**src/rtl/mem_arbiter_ctrl_pkg.sv**
```systemverilog
// Shared definitions for the cache<->memory arbiter: FSM states, default sizing,
// requester port indices and the SRAM control payload.
package mem_arbiter_ctrl_pkg;

  localparam int unsigned NPORTS_DEF      = 4;
  localparam int unsigned BLEN_DEF        = 4;
  localparam int unsigned WAIT_CYCLES_DEF = 2;

  localparam int unsigned DMA = 0;
  localparam int unsigned IC  = 1;
  localparam int unsigned DC  = 2;

  typedef enum logic [1:0] {
    ST_IDLE    = 2'd0,
    ST_ACCESS  = 2'd1,
    ST_RELEASE = 2'd2
  } state_e;

  typedef struct packed {
    logic sel;
    logic rwbar;
    logic ready;
  } mem_ctl_t;

  localparam mem_ctl_t CTL_IDLE = '{sel: 1'b0, rwbar: 1'b1, ready: 1'b0};

  // Counter width for a range of n values, never narrower than one bit
  function automatic int unsigned cnt_width(input int unsigned n);
    return (n > 1) ? $clog2(n) : 1;
  endfunction

endpackage

```
**src/rtl/mem_arbiter_ctrl_prio_enc.sv**
```systemverilog
// Fixed-priority one-hot encoder: the highest set request index wins.
module mem_arbiter_ctrl_prio_enc #(
  parameter int unsigned N = 4
) (
  input  logic [N-1:0] i_req,
  output logic [N-1:0] o_grant_c
);

  always_comb begin
    o_grant_c = '0;
    for (int i = 0; i < N; i++) begin
      if (i_req[i]) begin
        o_grant_c    = '0;
        o_grant_c[i] = 1'b1;
      end
    end
  end

endmodule

```
**src/rtl/mem_arbiter_ctrl.sv**
```systemverilog
// Single-port SRAM arbiter for cache line fills / write-backs: fixed priority,
// non-preemptive bursts of BLEN words, WAIT_CYCLES wait states per word.
module mem_arbiter_ctrl
  import mem_arbiter_ctrl_pkg::*;
#(
  parameter int unsigned NPORTS      = NPORTS_DEF,
  parameter int unsigned BLEN        = BLEN_DEF,
  parameter int unsigned WAIT_CYCLES = WAIT_CYCLES_DEF
) (
  input  logic              clk,
  input  logic              rst,
  input  logic              skip_wait,
  input  logic [NPORTS-1:0] read_request,
  input  logic [NPORTS-1:0] write_request,
  output logic [NPORTS-1:0] grant,
  output logic              memory_sel,
  output logic              rwbar,
  output logic              ready
);

  localparam int unsigned WW = cnt_width(WAIT_CYCLES + 1);
  localparam int unsigned BW = cnt_width(BLEN);

  state_e            r_state;
  state_e            w_state_nxt;
  logic [NPORTS-1:0] r_grant;
  logic [NPORTS-1:0] w_grant_nxt;
  mem_ctl_t          r_ctl;
  mem_ctl_t          w_ctl_nxt;
  logic [WW-1:0]     r_wcnt;
  logic [WW-1:0]     w_wcnt_nxt;
  logic [BW-1:0]     r_bcnt;
  logic [BW-1:0]     w_bcnt_nxt;

  logic [NPORTS-1:0] w_req;
  logic [NPORTS-1:0] w_pick;
  logic [WW-1:0]     w_wlim;
  logic [WW:0]       w_wcnt_inc;
  logic              w_owner_live;
  logic              w_last_done;

  assign w_req        = read_request | write_request;
  assign w_wlim       = skip_wait ? '0 : WW'(WAIT_CYCLES);
  assign w_wcnt_inc   = {1'b0, r_wcnt} + (WW+1)'(1);
  assign w_owner_live = |(w_req & r_grant);
  assign w_last_done  = r_ctl.ready && (r_bcnt == BW'(BLEN - 1));

  mem_arbiter_ctrl_prio_enc #(.N(NPORTS)) u_prio_enc (
    .i_req     (w_req),
    .o_grant_c (w_pick)
  );

  always_ff @(posedge clk or negedge rst) begin
    if (!rst) r_state <= ST_IDLE;
    else      r_state <= w_state_nxt;
  end

  always_comb begin
    w_state_nxt = r_state;
    case (r_state)
      ST_IDLE:    if (|w_req) w_state_nxt = ST_ACCESS;
      ST_ACCESS:  if (!w_owner_live || w_last_done) w_state_nxt = ST_RELEASE;
      ST_RELEASE: w_state_nxt = ST_IDLE;
      default:    w_state_nxt = ST_IDLE;
    endcase
  end

  // Next registered outputs; the word a cycle presents is decided one edge earlier
  always_comb begin
    w_grant_nxt = '0;
    w_ctl_nxt   = CTL_IDLE;
    w_wcnt_nxt  = '0;
    w_bcnt_nxt  = '0;
    if (w_state_nxt == ST_ACCESS) begin
      w_ctl_nxt.sel = 1'b1;
      if (r_state == ST_IDLE) begin
        w_grant_nxt     = w_pick;
        w_ctl_nxt.rwbar = ~|(write_request & w_pick);
        w_ctl_nxt.ready = (w_wlim == '0);
      end else begin
        w_grant_nxt     = r_grant;
        w_ctl_nxt.rwbar = r_ctl.rwbar;
        if (r_ctl.ready) begin
          w_bcnt_nxt      = r_bcnt + BW'(1);
          w_ctl_nxt.ready = (w_wlim == '0);
        end else begin
          w_bcnt_nxt      = r_bcnt;
          w_wcnt_nxt      = (r_wcnt < w_wlim) ? w_wcnt_inc[WW-1:0] : r_wcnt;
          w_ctl_nxt.ready = (w_wcnt_inc >= {1'b0, w_wlim});
        end
      end
    end
  end

  always_ff @(posedge clk or negedge rst) begin
    if (!rst) begin
      r_grant <= '0;
      r_ctl   <= CTL_IDLE;
      r_wcnt  <= '0;
      r_bcnt  <= '0;
    end else begin
      r_grant <= w_grant_nxt;
      r_ctl   <= w_ctl_nxt;
      r_wcnt  <= w_wcnt_nxt;
      r_bcnt  <= w_bcnt_nxt;
    end
  end

  assign grant      = r_grant;
  assign memory_sel = r_ctl.sel;
  assign rwbar      = r_ctl.rwbar;
  assign ready      = r_ctl.ready;

endmodule

```
**config.mk**
```make
export PLATFORM = sky130hd
export DESIGN_NAME = mem_arbiter_ctrl
export DESIGN_NICKNAME = d
export VERILOG_FILES = /design/src/rtl/mem_arbiter_ctrl_pkg.sv /design/src/rtl/mem_arbiter_ctrl_prio_enc.sv /design/src/rtl/mem_arbiter_ctrl.sv
export SDC_FILE = /design/constraint.sdc
export NUM_CORES = 1
export LEC_CHECK = 0
export ABC_AREA = 1
export BUFFER_PORTS_ARGS = -buffer_cell sky130_fd_sc_hd__clkbuf_2
export CAP_MARGIN = 20
export CORE_MARGIN = 1.5
export CORE_UTILIZATION = 45
export DETAILED_ROUTE_END_ITERATION = 12
export PLACE_DENSITY = 0.72
export SYNTH_ARGS = -nofsm -noshare
export SYNTH_HDL_FRONTEND = slang
export SYNTH_SLANG_ARGS = --single-unit
```
**constraint.sdc**
```tcl
create_clock -name clk -period 1.1 [get_ports clk]
set_input_delay 0.055 -clock clk [delete_from_list [all_inputs] [get_ports clk]]
set_output_delay 0.055 -clock clk [all_outputs]
set_load 0.05 [all_outputs]
```
; Word level (Yosys, flattened, before mapping)
; Index checks and enable logic that the tools add are counted.
; Widths: inputs -> output; s select.
[word_totals]
reg_bits = 13
in_bits = 11
[classes]
add_sub_neg = 2
n_lt_le_gt_ge = 2
n_eq_ne = 6
muxes = 20
n_bitwise = 3
n_reduce_logical = 9
[op_table]
columns = op, n
row1 = $mux 2, 12
row2 = $mux 4, 3
row3 = $reduce_or 4->1, 3
row4 = $and 4x4->4, 2
row5 = $mux 3, 2
row6 = $eq 2x1->1 const B, 2
row7 = $logic_not 2->1, 2
row8 = $ne 4x2->1 const B, 1
row9 = $or 4x4->4, 1
row10 = $pmux 2 s2, 1
row11 = $add 2x1->3 const B, 1
row12 = $ge 3x2->1, 1
row13 = $ne 3x2->1 const B, 1
row14 = $add 2x1->2 const B, 1
row15 = $eq 2x2->1 const B, 1
row16 = $logic_not 1->1, 2
row17 = $lt 2x2->1, 1
row18 = $mux 1, 2
row19 = $ne 2x1->1 const B, 1
row20 = $logic_and 1x1->1, 1
row21 = $logic_or 1x1->1, 1

; Logic depth before layout (Yosys ltp)
; Gate-level depths: netlist of the first run.
[logic_depth]
word_depth = 10
depth_mapped = 9

; Modules after synthesis
; Synthesis of the first run repeated with hierarchy kept, for this count alone.
[unflattened]
cells_unflattened = 96
area_unflattened_um2 = 723.2
[by_module_without_submodules]
columns = mod, n_inst, cells_each, area_each_um2, seq_area_each_um2
row1 = mem_arbiter_ctrl, 1, 87, 685.7, 326.6
row2 = mem_arbiter_ctrl_prio_enc, 1, 9, 37.5, 0.0

; Worst setup path before layout of the first run
; No wires, ideal clock.
[synth_path]
path_type = register to register
from = register r_grant[2], in the netlist grant[2]
to = register r_wcnt[1]
setup_time_ps = 65
t_arrival_ps = 1359
path_slack_ps = -324
stages_incl_launch_ff = 10
cell_sequence = dfrtp_1 -> inv_1 -> nor2_2 -> nor2_2 -> nand2_2 -> nand3_2 -> buf_6 -> a21oi_2 -> nand2_1 -> nand2_1
[synth_via]
elab_chain_cells = 8
word_cells_on_any_way = 9
classes_between = eq/ne (2) / mux (3) / bitwise (1) / reduce/logical (3)
[synth_lines]
columns = element, line_no
row1 = start: declaration, mem_arbiter_ctrl.sv:26  ; logic [NPORTS-1:0] r_grant;
row2 = start signal: assignment, mem_arbiter_ctrl.sv:102  ; r_grant <= w_grant_nxt;
row3 = $and 4x4->4 (*), mem_arbiter_ctrl.sv:45  ; assign w_owner_live = |(w_req & r_grant);
row4 = $reduce_or 4->1 (*), mem_arbiter_ctrl.sv:45
row5 = $logic_not 1->1 (*), mem_arbiter_ctrl.sv:62  ; ST_ACCESS: if (!w_owner_live || w_last_done) w_state_nxt = ST_RELEASE;
row6 = $logic_or 1x1->1 (*), mem_arbiter_ctrl.sv:62
row7 = $mux 2 (*), mem_arbiter_ctrl.sv:62
row8 = $pmux 2 s2 (*), mem_arbiter_ctrl.sv:60  ; case (r_state)
row9 = $eq 2x1->1 (*), mem_arbiter_ctrl.sv:74  ; if (w_state_nxt == ST_ACCESS) begin
row10 = $ne 4x2->1 (no line) or $mux 2 (tied branches), --
row11 = end signal: assignment, mem_arbiter_ctrl.sv:104  ; r_wcnt <= w_wcnt_nxt;
row12 = end: declaration, mem_arbiter_ctrl.sv:30  ; logic [WW-1:0] r_wcnt;
; Mark *: on every way between the ends. The rest lies on a longest branch, timed or not.
; A chain may end at the register's enable or synchronous reset.

; Worst setup path after layout of the first run
[layout_path]
from = register r_bcnt[0]
to = register r_grant[1], in the netlist grant[1]
[layout_via]
elab_chain_cells = 7
word_cells_on_any_way = 8
classes_between = eq/ne (3) / mux (3) / reduce/logical (2)
[layout_lines]
columns = element, line_no
row1 = start: declaration, mem_arbiter_ctrl.sv:32  ; logic [BW-1:0] r_bcnt;
row2 = start signal: assignment, mem_arbiter_ctrl.sv:105  ; r_bcnt <= w_bcnt_nxt;
row3 = $eq 2x2->1 (*), mem_arbiter_ctrl.sv:46  ; assign w_last_done = r_ctl.ready && (r_bcnt == BW'(BLEN - 1));
row4 = $logic_and 1x1->1 (*), mem_arbiter_ctrl.sv:46
row5 = $logic_or 1x1->1 (*), mem_arbiter_ctrl.sv:62
row6 = $mux 2 (*), mem_arbiter_ctrl.sv:62
row7 = $pmux 2 s2 (*), mem_arbiter_ctrl.sv:60
row8 = $eq 2x1->1 (*), mem_arbiter_ctrl.sv:74
row9 = $ne 2x1->1 (no line) or $mux 4 (tied branches), --
; Marked as above.

==> results_dict.tcl, run 1 <==
set metrics [dict create \
    crit_path_start_kind "register" \
    ctsLongestPathBuffers 2 \
    antenna_found_initial 0 \
    cts_sinks 13 \
    netlist_area_um2 726 \
    cts-root-buf "clkbuf_4" \
    wirelength_mm 1.82 \
    gr-total-overflow 0 \
    synth_top_cells_by_area "dfrtp_1 (41%), nand2_1 (7.8%), inv_1 (5.7%)" \
    power_w 0.00257 \
    synth_cell_types 23 \
    gp_routability_congestion 0.813 \
    use_met3_pct 3.83 \
    synth-seq-cells 13 \
    io-pin-count 18 \
    timing.hold.worst_path_depth 3 \
    via_count_of_the_first_global_routing_pass 713 \
    fmaxAchievable_ghz 0.800 \
    synthesis.nets 100 \
    detail_route.wl_per_cell_um 13.1 \
    via_count 707 \
    die_area_um2 1860 \
    finClkSkew_ps 7.37 \
    fin_crit_sh_pct 114 \
    worst-path-buf-inv 2 \
    worst_r2r_path_depth 6 \
    switching_share_pct 46.4 \
    drc 0 \
    floorplan.die.width_um 43.2 \
    worstPathRequired_ps 1330 \
    critPathCaptureType "register" \
    grt_first_pass_wirelength_mm 3.02 \
    timing_worst_slew_pin_value_ps 338 \
    most-common-layout-cells "clkbuf_2 (14), nand2_1 (12), buf_4 (11)" \
    worst-setup-path-type "register to register" \
    holdCritPathClass "input pin to register" \
    floorplan.initialDensity_pct 48.2 \
    yosysWarnings 0 \
    grt_setup_unrepaired "true" \
    min_delay_worst_endpoint "ready" \
    netlist.top_cell.by_area "dfrtp_1" \
    top_usage_layer "met2" \
    critical_path.reg2reg.endpoint "grant[1]" \
    tritoncts "built" \
    place.port_buffers 17 \
    p_int_w 0.00138 \
    antenna_cells_inserted 0 \
    synth-seq-area-share_pct 45.0 \
    final.hold.worst_slack_ps 55.1 \
    synth_top_cell_area_share_pct 41.4 \
    outcome "complete, but fails checks" \
    post-route-util_pct 72.4 \
    power_density_nw_per_um2 2360 \
    critPathMaxFanout 4 \
    core_um2 1510 \
    layout.filler_cells 109 \
    critical-path-max-stage-delay_ps 400 \
    gr_met2_demand_resource_pct 38.8 \
    min_from "skip_wait" \
    vias_per_cell 5.09 \
    final_layout_size_suffix_gt1_share_pct 59.3 \
    postSynthCellCount 87 \
    dpl.hpwl_mm 1.20 \
    dr.first_iter.drc_count 16 \
    grt_util_met1_pct 25.6 \
    syn2layout_area_growth_pct 50.3 \
    max-cap-violations 0 \
    critical-path-top-delay-family "flip-flops" \
    max-slew-margin-rel_pct 77.5 \
    r2r_setup_slack_ps -150 \
    final.min_clock_period_ps 1250 \
    rows 14 \
    clock_power_share_pct 12.7 \
    critical_path.cell_chain "ha_2, nand2_2, nand3_4, buf_4, buf_6, o21ai_1" \
    startpoint_of_the_lowest_slack_register_to_register_path "r_bcnt[0]" \
    worst_slack_ps -149 \
    seq_power_share_pct 27.5 \
    worst_setup_hold_path_clk_slew_ps 90 \
    groute.usage.overall_pct 22.5 \
    antenna_nets_post_route 0 \
    chipHeight_um 43.2 \
    share_comb_of_total_power_pct 59.7 \
    synthesis.area_per_instance_um2 8.34 \
    violations "negative setup slack" \
    clock_latency_ps 290 \
    setup_violations 13 \
    grt_start_max_net_pins 14 \
    power.static_leakage_nw 0.515 \
    worst_ir_drop_vdd_uv 1590 \
    worstPathArrival_ps 1480 \
    cts_inserted_buffers 3 \
    mostFrequentLayoutCell "clkbuf_2" \
    crit_slowest_cell "dfrtp_1" \
    final_max_slew_viol_count 0 \
    h-tree-depth 1 \
    finish.net_count 137 \
    net_switching_power_figure_w 0.00119 \
    drtPass1Iterations 4 \
    timing.final.hold_violations 0 \
]
==> worst min-delay path: cells and delay by family <==
family          cells  cell delay [ps]
buf+inv             1              110
simple gates        1               90
compound gates      1               50
==> cells in the mapped netlist (all sizes together) <==
| cell | number |
|---|---|
| nand2 | 18 |
| nor2 | 18 |
| dfrtp | 12 |
| inv | 12 |
| a21oi | 6 |
| nand3 | 6 |
| o21ai | 5 |
| ha | 2 |
| nand4 | 2 |
| nor3 | 2 |
| buf | 1 |
| dfstp | 1 |
| o22ai | 1 |
| xor2 | 1 |
==> timing repair <==
item	in CTS	in global routing
hold endpoints to repair	13	0
setup buffers	2	0
hold buffers	1	0
gates resized for setup	16	12
endpoints found under the setup margin	15	14
pin swaps	3	3
cloned	0	0
==> sequential cells by signal, indices dropped and copies added (netlist names) <==
signal / count
ready: 1
r_bcnt: 2
grant: 4
r_state: 2
r_wcnt: 2
rwbar: 1
memory_sel: 1
==> layout make-up <==
| cell class | count | area (um^2) | area share [%] |
|---|---|---|---|
| clock buffers | 4 | 26.3 | 2.41 |
| repair buffers | 33 | 259 | 23.7 |
| multi-input cells | 61 | 399 | 36.6 |
| flip-flops and latches | 13 | 333 | 30.5 |
| well taps | 16 | 20.0 | 1.83 |
| inverters | 12 | 53.8 | 4.93 |
==> through the flow <==
step	setup TNS [ps]	setup WS, ps	instances	cell area (um^2)
finish	-1020	-149	139	1090
global route	-1820	-215	139	1090
CTS	-973	-138	139	1050
global placement	-353	-92.2	132	936
detailed placement	-688	-138	132	936
floorplan	-1180	-157	87	732
==> power by group through the flow <==
stage	Sequential [W]	Combinational [W]	Clock [W]
3_3_place_gp	0.000693	0.00121	0
5_1_grt	0.000718	0.00164	0.000330
4_1_cts	0.000700	0.00142	0.000323
3_5_place_dp	0.000699	0.00123	0
6_report	0.000709	0.00154	0.000328
2_1_floorplan	0.000978	0.000528	0
==> cell families (layout without fill, tap and decap cells) <==
group,count (synthesis),in the layout,share of synthesized area (%)
buffers and inverters,13,49,7.76
flip-flops,13,13,45.0
adder cells (fa/ha/maj),2,2,3.45
AO/OA/AOI/OAI,12,12,10.5
AND/OR/NAND/NOR,46,46,32.1
XOR/XNOR,1,1,1.21
==> layer usage <==
layer / wire length [um] / vias to the layer above
li1: - / 357
met1: 791 / 329
met2: 913 / 16
met3: 65 / 5
met4: 46 / 0
met5: 0 / -
==> how the worst max path moves through the flow <==
stage / startpoint / end / slack (ps) / cells after the start
after floorplan: grant[0] / ready / -160 / 9
after global placement: r_bcnt[0] / r_wcnt[1] / -90 / 7
after detailed placement: r_bcnt[0] / r_wcnt[1] / -140 / 7
after CTS: grant[1] / ready / -140 / 9
after global routing: grant[0] / r_wcnt[1] / -210 / 9
final: r_bcnt[0] / grant[1] / -150 / 6
Note: power is estimated with default switching activity, not from simulation.
==> inputs of run 2 (changes only) <==
--- a/config.mk
+++ b/config.mk
@@ -5,11 +5,10 @@
 export SDC_FILE = /design/constraint.sdc
 export NUM_CORES = 1
 export LEC_CHECK = 0
-export ABC_AREA = 1
 export BUFFER_PORTS_ARGS = -buffer_cell sky130_fd_sc_hd__clkbuf_2
 export CAP_MARGIN = 20
 export CORE_MARGIN = 1.5
-export CORE_UTILIZATION = 45
+export CORE_UTILIZATION = 44
 export DETAILED_ROUTE_END_ITERATION = 12
 export PLACE_DENSITY = 0.72
 export SYNTH_ARGS = -nofsm -noshare
==> results_dict.tcl, run 2 <==
set metrics [dict create \
    yosysWarnings 0 \
    outcome "complete, but fails checks" \
    cts-root-buf "clkbuf_4" \
    mostFrequentLayoutCell "buf_4" \
    drtPass1Iterations 4 \
    max-slew-margin-rel_pct 79.0 \
    grt_start_max_net_pins 14 \
    fin_area_um2 1020 \
    power.static_leakage_nw 0.480 \
    synth_async_sr_flop_share_pct 100 \
    chipHeight_um 41.3 \
    setup_violations 9 \
    power_density_nw_per_um2 2220 \
    placed_area_um2 881 \
    finish.net_count 116 \
    finClkSkew_ps 10.6 \
    worst-path-stages 4 \
    antenna_found_initial 0 \
    groute.usage.overall_pct 24.2 \
    synth_top_flop_cell "dfrtp_1" \
    synth_most_common_cell "dfrtp_1" \
    drc 0 \
    dpl_worst_slack_ps -73.9 \
    post-route-util_pct 76.6 \
    antenna_nets_post_route 0 \
    grt_first_pass_wirelength_mm 2.57 \
    critical-path-top-delay-family "compound AO/OA/AOI/OAI gates" \
    holdCritPathClass "input pin to register" \
    ctsLongestPathBuffers 2 \
    worstPathRequired_ps 1260 \
    rows 13 \
    final_max_slew_viol_count 0 \
    timing_worst_slew_pin_value_ps 315 \
    fin_crit_sh_pct 110 \
    io-pin-count 18 \
    finalSetupTns_ps -430 \
    layout.filler_cells 90 \
    worst-path-buf-inv 0 \
    place.port_buffers 17 \
    floorplan.die.width_um 41.3 \
    floorplan.initialDensity_pct 48.5 \
    timing.final.hold_violations 0 \
    netlist_area_um2 647 \
    gr-total-overflow 0 \
    crit_path_start_kind "register" \
    fmaxAchievable_ghz 0.829 \
    worst_slack_ps -107 \
    syn2layout_area_growth_pct 58.0 \
    detail_route.wl_per_cell_um 14.4 \
    cells_after_dpl 109 \
    synth_cell_types 27 \
    timing.hold.worst_path_depth 2 \
    tritoncts "built" \
    clock_latency_ps 280 \
    cts_inserted_buffers 3 \
    dpl.hpwl_mm 1.23 \
    most-common-layout-cells "buf_4 (18), clkbuf_2 (11), nor2_1 (9)" \
    netlist.top_cell.by_area "dfrtp_1" \
    crit_slowest_cell "dfrtp_2" \
    synth_top_cell_area_share_pct 46.4 \
    wirelength_mm 1.68 \
    final.min_clock_period_ps 1210 \
    synthesis.nets 75 \
    synth-seq-area-share_pct 50.5 \
    via_count 630 \
    critPathMaxFanout 5 \
    worst-setup-path-type "register to register" \
    synth_top_cells_by_area "dfrtp_1 (46%), o2bb2ai_1 (5.4%), nor2_1 (5.2%)" \
    worstPathArrival_ps 1370 \
    final-seq-area_um2 333 \
    core_um2 1330 \
    gp_routability_congestion 0.768 \
    synth_commonest_cells "dfrtp_1 (12), nor2_1 (9), inv_1 (4), o2bb2ai_1 (4)" \
    worst_r2r_path_depth 4 \
    largest_reg_flops 4 \
    max-cap-violations 0 \
    worst_ir_drop_vdd_uv 1590 \
    worst_setup_hold_path_clk_slew_ps 90 \
    antenna_cells_inserted 0 \
    dr.first_iter.drc_count 11 \
    synth-seq-cells 13 \
    critical-path-max-stage-delay_ps 440 \
    final_layout_size_suffix_gt1_share_pct 55.9 \
    die_area_um2 1710 \
    vias_per_cell 5.38 \
    critical_path.cell_chain "o21ai_4, nand4_4, a32o_2, o2bb2ai_2" \
    synthesis.area_per_instance_um2 10.4 \
    synth_edf_count 0 \
    h-tree-depth 1 \
    postSynthCellCount 62 \
    violations "negative setup slack" \
    multiInputGateArea_um2 354 \
    critPathCaptureType "register" \
    grt_setup_unrepaired "true" \
    finish.cell_count_without_fillers 117 \
    via_count_of_the_first_global_routing_pass 594 \
    cts_sinks 13 \
]
-- run 2: cell count changes after synthesis, moves of 2 or more --
cell,previous run,this run
nand2_1,15,2
inv_1,11,4
nor2_2,6,0
o2bb2ai_1,0,4
a21oi_1,5,3
a31oi_1,0,2
nand2_2,2,0
nand3_2,2,0
nor2_1,11,9
nor3_1,2,0
xnor2_1,0,2
-- run 2: logic make-up (layout without fill, tap and decap cells) --
group,after synthesis,count (layout),synth area share [%]
AOI/OAI and AO/OA,20,20,23.4
xor gates and xnor gates,2,2,2.71
adders and majority gates,2,2,3.87
buffers and inverters,4,44,2.32
DFF,13,13,50.5
and+or+nand+nor,21,21,17.2
-- run 2: power by group --
group	leakage [nW]	internal (W)	switching [W]
registers	0.162	0.000619	0.0000803
logic	0.303	0.000593	0.000674
clock network	0.0150	0.000141	0.000163
-- run 2: layout make-up --
| class | count | share of cell area, % |
|---|---|---|
| Multi-Input combinational cell | 45 | 34.6 |
| Sequential cell | 13 | 32.6 |
| Inverter | 4 | 1.47 |
| Clock buffer | 4 | 2.57 |
| Tap cell | 15 | 1.84 |
| Timing Repair Buffer | 36 | 26.9 |
-- run 2: worst paths after layout --
check,from,end,slack [ps]
min reg2reg,rwbar,rwbar,530
max reg2reg,grant[1],ready,-110
max,grant[1],ready,-110
max in group asynchronous,rst,rwbar,610
min in group asynchronous,rst,grant[2],190
min,skip_wait,ready,20
-- run 2: repair_timing --
action,CTS,global route
gates cloned,0,0
endpoints found under the hold margin,13,0
buffers inserted,2,1
pin swaps,2,3
hold buffers,1,0
gates resized for setup,10,12
setup endpoints to repair,15,16
-- run 2: per-stage QoR --
| step | hold WS [ps] | power, W |
|---|---|---|
| 2_1_floorplan | -241 | 0.00134 |
| 5_1_grt | 30.3 | 0.00238 |
| 6_report | 22.3 | 0.00227 |
| 3_5_place_dp | -31.9 | 0.00175 |
| 4_1_cts | 27.7 | 0.00218 |
| 3_3_place_gp | -42.6 | 0.00173 |
-- run 2: routing by layer --
layer,global-route usage (%),wire (um)
met5,0,0
met2,40.6,848
met3,3.19,48
met1,31.5,753
met4,9.68,31
